==> config.mk <==
export PLATFORM = sky130hd
export DESIGN_NAME = player_ctl_flat
export DESIGN_NICKNAME = d
export VERILOG_FILES = /design/src/rtl/player_ctl_if.sv /design/src/rtl/player_ctl.sv /design/src/flat_wrapper.sv
export SDC_FILE = /design/constraint.sdc
export NUM_CORES = 1
export LEC_CHECK = 0
export ABC_AREA = 1
export CELL_PAD_IN_SITES_DETAIL_PLACEMENT = 1
export CELL_PAD_IN_SITES_GLOBAL_PLACEMENT = 1
export CORE_AREA = 5 5 122 124
export DETAILED_ROUTE_END_ITERATION = 10
export DIE_AREA = 0 0 127 129
export GPL_TIMING_DRIVEN = 0
export HOLD_SLACK_MARGIN = 0.15
export PLACE_DENSITY_LB_ADDON = 0.08
export SYNTH_ARGS = -nofsm -noshare
export SYNTH_HDL_FRONTEND = slang
export SYNTH_SLANG_ARGS = --single-unit
==> constraint.sdc <==
create_clock -name clk -period 2.9 [get_ports clk]
set_input_delay 0.725 -clock clk [delete_from_list [all_inputs] [get_ports clk]]
set_output_delay 0.725 -clock clk [all_outputs]
set_load 0.01 [all_outputs]
==> src/rtl/player_ctl_if.sv <==
// Button/blanking inputs and sprite outputs of the player motion controller.
// The controller is the slave; the video timing/button side is the master.
interface player_ctl_if;
    logic        vblnk;
    logic        btn_left;
    logic        btn_right;
    logic        btn_jump;
    logic [11:0] x_value;
    logic [11:0] y_value;
    logic [1:0]  pose;
    logic        facing;
    logic        landed;

    modport master (
        output vblnk, btn_left, btn_right, btn_jump,
        input  x_value, y_value, pose, facing, landed
    );

    modport slave (
        input  vblnk, btn_left, btn_right, btn_jump,
        output x_value, y_value, pose, facing, landed
    );
endinterface

==> src/rtl/player_ctl.sv <==
// Per-frame player sprite motion: ground walk, jump charge, airborne flight with
// gravity, wall bounce, ceiling clamp and landing, updated once per vblnk rising edge.
module player_ctl #(
    parameter int SCREEN_W   = 800,
    parameter int SCREEN_H   = 600,
    parameter int REC_W      = 48,
    parameter int REC_H      = 64,
    parameter int X_START    = 376,
    parameter int WALK_SPEED = 2,
    parameter int AIR_SPEED  = 3,
    parameter int GRAVITY    = 1,
    parameter int VY_MAX     = 12,
    parameter int JUMP_BASE  = 4,
    parameter int CHARGE_MAX = 30
) (
    input logic         clk,
    input logic         rst_n,
    player_ctl_if.slave bus
);

    localparam logic signed [12:0] GROUND_Y = 13'(SCREEN_H - REC_H);
    localparam logic signed [12:0] X_MAX    = 13'(SCREEN_W - REC_W);
    localparam logic signed [12:0] X_INIT   = 13'(X_START);
    localparam logic signed [12:0] WALK_S   = 13'(WALK_SPEED);
    localparam logic signed [7:0]  AIR_S    = 8'(AIR_SPEED);
    localparam logic signed [7:0]  GRAV_S   = 8'(GRAVITY);
    localparam logic signed [7:0]  VYMAX_S  = 8'(VY_MAX);
    localparam logic signed [7:0]  JBASE_S  = 8'(JUMP_BASE);
    localparam logic [4:0]         CHG_MAX  = 5'(CHARGE_MAX);

    typedef enum logic [1:0] {
        S_IDLE   = 2'd0,
        S_WALK   = 2'd1,
        S_CHARGE = 2'd2,
        S_AIR    = 2'd3
    } state_t;

    state_t             state_q;
    logic               vblnk_q;
    logic               tick_q;
    logic signed [12:0] x_q;
    logic signed [12:0] y_q;
    logic signed [7:0]  vx_q;
    logic signed [7:0]  vy_q;
    logic [4:0]         charge_q;
    logic               facing_q;
    logic               landed_q;

    logic signed [12:0] x_air_d;
    logic signed [12:0] y_air_d;
    logic signed [12:0] x_left_d;
    logic signed [12:0] x_right_d;
    logic signed [7:0]  vy_grav_d;
    logic signed [7:0]  vy_launch_d;
    logic signed [7:0]  vx_launch_d;
    logic [4:0]         charge_inc_d;
    logic [4:0]         charge_fin_d;
    logic               launch_d;
    logic               left_only;
    logic               right_only;

    assign left_only  = bus.btn_left & ~bus.btn_right;
    assign right_only = bus.btn_right & ~bus.btn_left;

    always_comb begin
        x_air_d      = x_q + $signed({{5{vx_q[7]}}, vx_q});
        y_air_d      = y_q + $signed({{5{vy_q[7]}}, vy_q});
        vy_grav_d    = (vy_q >= VYMAX_S - GRAV_S) ? VYMAX_S : vy_q + GRAV_S;
        x_left_d     = (x_q < WALK_S) ? 13'sd0 : x_q - WALK_S;
        x_right_d    = (x_q > X_MAX - WALK_S) ? X_MAX : x_q + WALK_S;
        charge_inc_d = charge_q + 5'd1;
        // Holding the button keeps counting; the launch uses the count reached this tick.
        charge_fin_d = bus.btn_jump ? charge_inc_d : charge_q;
        launch_d     = ~bus.btn_jump | (charge_inc_d == CHG_MAX);
        vy_launch_d  = -(JBASE_S + $signed({3'b000, charge_fin_d >> 1}));
        vx_launch_d  = 8'sd0;
        if (left_only) begin
            vx_launch_d = -AIR_S;
        end else if (right_only) begin
            vx_launch_d = AIR_S;
        end
    end

    always_ff @(posedge clk or negedge rst_n) begin
        if (!rst_n) begin
            state_q  <= S_IDLE;
            vblnk_q  <= 1'b0;
            tick_q   <= 1'b0;
            x_q      <= X_INIT;
            y_q      <= GROUND_Y;
            vx_q     <= 8'sd0;
            vy_q     <= 8'sd0;
            charge_q <= 5'd0;
            facing_q <= 1'b0;
            landed_q <= 1'b0;
        end else begin
            vblnk_q  <= bus.vblnk;
            tick_q   <= bus.vblnk & ~vblnk_q;
            landed_q <= 1'b0;
            if (tick_q) begin
                case (state_q)
                    S_IDLE, S_WALK: begin
                        if (bus.btn_jump) begin
                            state_q  <= S_CHARGE;
                            charge_q <= 5'd0;
                        end else if (left_only) begin
                            state_q  <= S_WALK;
                            x_q      <= x_left_d;
                            facing_q <= 1'b1;
                        end else if (right_only) begin
                            state_q  <= S_WALK;
                            x_q      <= x_right_d;
                            facing_q <= 1'b0;
                        end else begin
                            state_q  <= S_IDLE;
                        end
                    end
                    S_CHARGE: begin
                        if (launch_d) begin
                            state_q  <= S_AIR;
                            vy_q     <= vy_launch_d;
                            vx_q     <= vx_launch_d;
                            charge_q <= 5'd0;
                            if (left_only) begin
                                facing_q <= 1'b1;
                            end else if (right_only) begin
                                facing_q <= 1'b0;
                            end
                        end else begin
                            charge_q <= charge_inc_d;
                        end
                    end
                    S_AIR: begin
                        x_q  <= x_air_d;
                        y_q  <= y_air_d;
                        vy_q <= vy_grav_d;
                        if (y_air_d <= 13'sd0) begin
                            y_q  <= 13'sd0;
                            vy_q <= 8'sd0;
                        end
                        if (x_air_d < 13'sd0) begin
                            x_q  <= 13'sd0;
                            vx_q <= -vx_q;
                        end else if (x_air_d > X_MAX) begin
                            x_q  <= X_MAX;
                            vx_q <= -vx_q;
                        end
                        // Touchdown overrides the bounce so the sprite rests with no drift.
                        if (y_air_d >= GROUND_Y) begin
                            y_q      <= GROUND_Y;
                            vy_q     <= 8'sd0;
                            vx_q     <= 8'sd0;
                            landed_q <= 1'b1;
                            state_q  <= S_IDLE;
                        end
                    end
                    default: state_q <= S_IDLE;
                endcase
            end
        end
    end

    assign bus.x_value = x_q[11:0];
    assign bus.y_value = y_q[11:0];
    assign bus.pose    = state_q;
    assign bus.facing  = facing_q;
    assign bus.landed  = landed_q;

endmodule

==> src/flat_wrapper.sv <==
// flat-port wrapper written by rule: the top's interface ports become plain ports
module player_ctl_flat 
#(
    parameter int SCREEN_W   = 800,
    parameter int SCREEN_H   = 600,
    parameter int REC_W      = 48,
    parameter int REC_H      = 64,
    parameter int X_START    = 376,
    parameter int WALK_SPEED = 2,
    parameter int AIR_SPEED  = 3,
    parameter int GRAVITY    = 1,
    parameter int VY_MAX     = 12,
    parameter int JUMP_BASE  = 4,
    parameter int CHARGE_MAX = 30
)
  (clk, rst_n, bus_vblnk, bus_btn_left, bus_btn_right, bus_btn_jump, bus_x_value, bus_y_value, bus_pose, bus_facing, bus_landed);
  player_ctl_if bus_i ();
  input logic clk;
  input logic rst_n;
  input wire logic [$bits(bus_i.vblnk)-1:0] bus_vblnk;
  input wire logic [$bits(bus_i.btn_left)-1:0] bus_btn_left;
  input wire logic [$bits(bus_i.btn_right)-1:0] bus_btn_right;
  input wire logic [$bits(bus_i.btn_jump)-1:0] bus_btn_jump;
  output wire logic [$bits(bus_i.x_value)-1:0] bus_x_value;
  output wire logic [$bits(bus_i.y_value)-1:0] bus_y_value;
  output wire logic [$bits(bus_i.pose)-1:0] bus_pose;
  output wire logic [$bits(bus_i.facing)-1:0] bus_facing;
  output wire logic [$bits(bus_i.landed)-1:0] bus_landed;
  assign bus_i.vblnk = bus_vblnk;
  assign bus_i.btn_left = bus_btn_left;
  assign bus_i.btn_right = bus_btn_right;
  assign bus_i.btn_jump = bus_btn_jump;
  assign bus_x_value = bus_i.x_value;
  assign bus_y_value = bus_i.y_value;
  assign bus_pose = bus_i.pose;
  assign bus_facing = bus_i.facing;
  assign bus_landed = bus_i.landed;
  player_ctl #(.SCREEN_W(SCREEN_W), .SCREEN_H(SCREEN_H), .REC_W(REC_W), .REC_H(REC_H), .X_START(X_START), .WALK_SPEED(WALK_SPEED), .AIR_SPEED(AIR_SPEED), .GRAVITY(GRAVITY), .VY_MAX(VY_MAX), .JUMP_BASE(JUMP_BASE), .CHARGE_MAX(CHARGE_MAX)) u_core (.clk(clk), .rst_n(rst_n), .bus(bus_i));
endmodule
==> key figures <==
Yosys
  • Number of enable-type register cells in the synthesized netlist: 0
  • Biggest area contributors in the synthesized netlist: sky130_fd_sc_hd__dfrtp_1 21%, sky130_fd_sc_hd__nand2_1 18%, sky130_fd_sc_hd__inv_1 8.3%, sky130_fd_sc_hd__ha_1 8.2%, sky130_fd_sc_hd__nand3_1 7.1%
  • Main flop type after synthesis: sky130_fd_sc_hd__dfrtp_1
  • Post-Synthesis Cell Area: 5334 µm²
  • Fraction of the yosys area taken by sequential cells: 25.05%
  • Ys async rst share: 100.0%
  • Mean instance size in the synthesized netlist: 6.450 µm²
  • Count of yosys warnings during synthesis: 0
  • Cell type with the largest total area after synthesis: sky130_fd_sc_hd__dfrtp_1
  • Number of synthesized register bits: 53
  • Fraction of synthesized cell area taken by the top area cell type: 21.11%
  • Post-synth cell types: 44
  • Cells after Synth: 827
  • Net count of the mapped netlist: 870

Clock tree
  • Clock-pin slew on the worst setup and hold paths: 80 ps
  • Longest Clk Path Bufs: 2
  • Clock H-tree levels: 2
  • Sink Count: 53
  • Clock latency of the later-clocked register in the worst-skew pair: 310 ps
  • Inserted Clock Buffers: 5
  • Buffer type at the clock tree root: sky130_fd_sc_hd__clkbuf_16
  • TritonCTS clock tree: yes

Placement
  • Routability Congestion: 0.8815
  • Placement-stage cell area: 5894 µm²
  • Total placed cells including tap cells: 1,040
  • Number of buffers inserted by port buffering: 32
  • Post-place setup slack: -331.1 ps
  • HPWL after detailed placement: 13,310 µm

Power and ir drop
  • Leakage: 0.003277 µW
  • Total power divided by cell area: 1165 nW/µm²
  • Worst supply voltage drop on vdd: 0.3423 mV

Timing
  • Final count of pins violating max slew: 0
  • Highest clock rate: 373.4 MHz
  • Least setup slack across all paths after layout: 222.2 ps
  • Finish-stage setup viols: 0
  • Final Hold Viols: 0
  • Worst slew pin tran: 617.9 ps
  • Period minus WS final: 2678 ps
  • Slew HR: 58.81%
  • Setup Skew: 7.625 ps
  • Final period util: 92.34%

Die
  • Die extent in y: 129 µm
  • Core outline area: 13,670 µm²
  • Die area: 16,380 µm²
  • Effective utilization at floorplan: 39.03%
  • Number of placement rows: 43
  • Die span in x: 127 µm
  • Number of top-level pins: 34

Finish
  • Area grow syn2layout: 14.71%
  • Fillcell total: 1,840
  • Proportion of layout cells with a drive suffix above 1: 12.28%
  • Final standard cell utilization of the core: 44.77%
  • Leading cell type in the layout, fill and taps excluded: sky130_fd_sc_hd__nand2_1
  • N_diodes: 0
  • Final #Nets: 913
  • Leading cell types in the layout, fill and taps excluded: 255 x sky130_fd_sc_hd__nand2_1, 118 x sky130_fd_sc_hd__inv_1, 73 x sky130_fd_sc_hd__nand3_1
  • Final Instance Count excl. Fillers: 1,051
  • Fin area: 6118 µm²

Routing
  • Final wirelength: 16,070 µm
  • First DRT Iteration DRCs: 290
  • Post-DR wirelength/cell: 15.29 µm
  • Via density per instance: 5.093
  • Routed via count: 5,353
  • Number of iterations in the first detailed-routing pass: 5
  • Remaining antenna violation count after routing: 0
  • Drt drc: 0

Critical path
  • Category of the most critical setup path: input port to register
  • Cell Chain, Critical Path: clkdlybuf4s50_1 > inv_1 > ha_1 > nor2_1 > nor4_4 > nor2_1 > clkbuf_1 > a21oi_1 > a22oi_1
  • Cell occurring most often along the worst timing path: sky130_fd_sc_hd__nor2_1
  • Crit end category: register
  • Type of origin of the critical path: input port
  • Required time reported for the critical path endpoint: 3120 ps
  • Biggest fanout along the worst timing path: 10
  • FF-to-FF path depth: 16
  • Crit-path max cell delay: 480 ps
  • Endpoint arrival time on the critical path: 2900 ps
  • CP max-delay cell: sky130_fd_sc_hd__clkdlybuf4s50_1

GRT
  • Wire length of the first global-routing pass: 27,590 µm
  • Maximum number of pins on one net before global-route repair: 34
  • Initial antenna violation count: 0
  • GR Overflow Total: 0
  • Vias in the first global route: 5,628
  • Total Routing Usage GR: 20.58%

Worst hold path
  • Worst Hold Class: input port to async pin

Flow run
  • Total of max-cap violations: 0

Status
  • Run status: complete, no violations
## what timing repair did
action / 4_1_cts / 5_1_grt
setup endpoints to repair: 3 / 33
buffers inserted: 0 / 4
pin swaps: 0 / 4
gates resized for setup: 2 / 10
hold buffers: 0 / 0
## layout make-up
type | instances | area [µm²] | share of cell area, %
Clock inverter | 3 | 28.78 | 0.4703
Multi-Input combinational cell | 616 | 3334 | 54.50
Buffer | 33 | 234.0 | 3.824
Clock buffer | 5 | 125.1 | 2.045
Timing Repair Buffer | 37 | 365.4 | 5.971
Tap cell | 180 | 225.2 | 3.681
Sequential cell | 53 | 1340 | 21.90
Inverter | 124 | 465.4 | 7.607
## final timing paths
kind | start | to | slack [ps]
max | bus_btn_right | u_core.x_q[1]$_DFFE_PN0P_ | 220
min | rst_n | u_core.y_q[2]$_DFFE_PN0P_ | 400
max reg2reg | u_core.vx_q[0]$_DFFE_PN0P_ | u_core.vx_q[3]$_DFFE_PN0P_ | 230
min reg2reg | u_core.vblnk_q$_DFF_PN0_ | u_core.tick_q$_DFF_PN0_ | 400
max in group asynchronous | rst_n | u_core.x_q[8]$_DFFE_PN1P_ | 1850
min in group clk | u_core.vblnk_q$_DFF_PN0_ | u_core.tick_q$_DFF_PN0_ | 400
## worst max-delay path, delay by kind of cell
family                     cells  cell delay [ps]
AOI/OAI and AO/OA              2              280
buffers and inverters          3              990
adders and majority gates      1              330
and+or+nand+nor                3              560
## synth_stat cells, types with 2 or more instances
cell type / n
sky130_fd_sc_hd__a21oi_1: 21
sky130_fd_sc_hd__a21oi_2: 2
sky130_fd_sc_hd__a22oi_1: 7
sky130_fd_sc_hd__a31oi_1: 2
sky130_fd_sc_hd__buf_2: 4
sky130_fd_sc_hd__buf_4: 25
sky130_fd_sc_hd__clkbuf_1: 4
sky130_fd_sc_hd__dfrtp_1: 45
sky130_fd_sc_hd__dfstp_2: 8
sky130_fd_sc_hd__fa_1: 2
sky130_fd_sc_hd__ha_1: 35
sky130_fd_sc_hd__inv_1: 118
sky130_fd_sc_hd__inv_2: 6
sky130_fd_sc_hd__nand2_1: 255
sky130_fd_sc_hd__nand2_2: 9
sky130_fd_sc_hd__nand2_4: 3
sky130_fd_sc_hd__nand3_1: 76
sky130_fd_sc_hd__nand3_2: 10
sky130_fd_sc_hd__nand3b_1: 5
sky130_fd_sc_hd__nand4_1: 8
sky130_fd_sc_hd__nor2_1: 71
sky130_fd_sc_hd__nor2_2: 4
sky130_fd_sc_hd__nor2_4: 4
sky130_fd_sc_hd__nor3_1: 16
sky130_fd_sc_hd__nor3b_1: 3
sky130_fd_sc_hd__o211ai_1: 4
sky130_fd_sc_hd__o21ai_0: 35
sky130_fd_sc_hd__o21ai_1: 3
sky130_fd_sc_hd__or2_2: 3
sky130_fd_sc_hd__xnor2_1: 11
sky130_fd_sc_hd__xor2_1: 15
## flip-flops by register name, indices dropped and copies added, names as in the netlist
| name | count |
|---|---|
| u_core.vx_q | 8 |
| u_core.y_q | 13 |
| u_core.vy_q | 8 |
| u_core.charge_q | 5 |
| u_core.vblnk_q | 1 |
| u_core.bus.landed | 1 |
| u_core.bus.facing | 1 |
| u_core.x_q | 13 |
| u_core.bus.pose | 2 |
| u_core.tick_q | 1 |
## power breakdown
group          leakage (µW)  internal (µW)  total (µW)  switching, µW
combinational       0.00255           1930        5020           3090
sequential         0.000655           1030        1450            419
clock             0.0000763            333         661            328
total               0.00328           3290        7130           3840
## stage by stage
stage	TNS, ps	hold WS (ps)	power (µW)
after floorplan	0	376.3	4972
after global placement	-38010	381.3	6204
after detailed placement	-2955	395.0	6397
after CTS	0	407.4	7131
after global routing	-18.67	411.3	7937
final	0	401.2	7129
## layer usage
metal  global-route usage, %  routed length [µm]  part of all wire (%)  vias up
li1                        -                   -                     -     2700
met1                   28.03                7919                    49     2573
met2                   35.15                7496                    47       67
met3                   2.449                 506                   3.1       13
met4                   4.606                 152                  0.95        0
met5                       0                   0                     0        -
## logic make-up after synthesis
kind of cell	count (synthesis)	share of synthesized area (%)
AO/OA/AOI/OAI	82	8.844
adder cells (fa/ha/maj)	37	8.961
buffers and inverters	158	13.18
XOR/XNOR	26	4.269
AND/OR/NAND/NOR	471	39.69
flip-flops	53	25.05
Note: power is estimated with default switching activity, not from simulation.
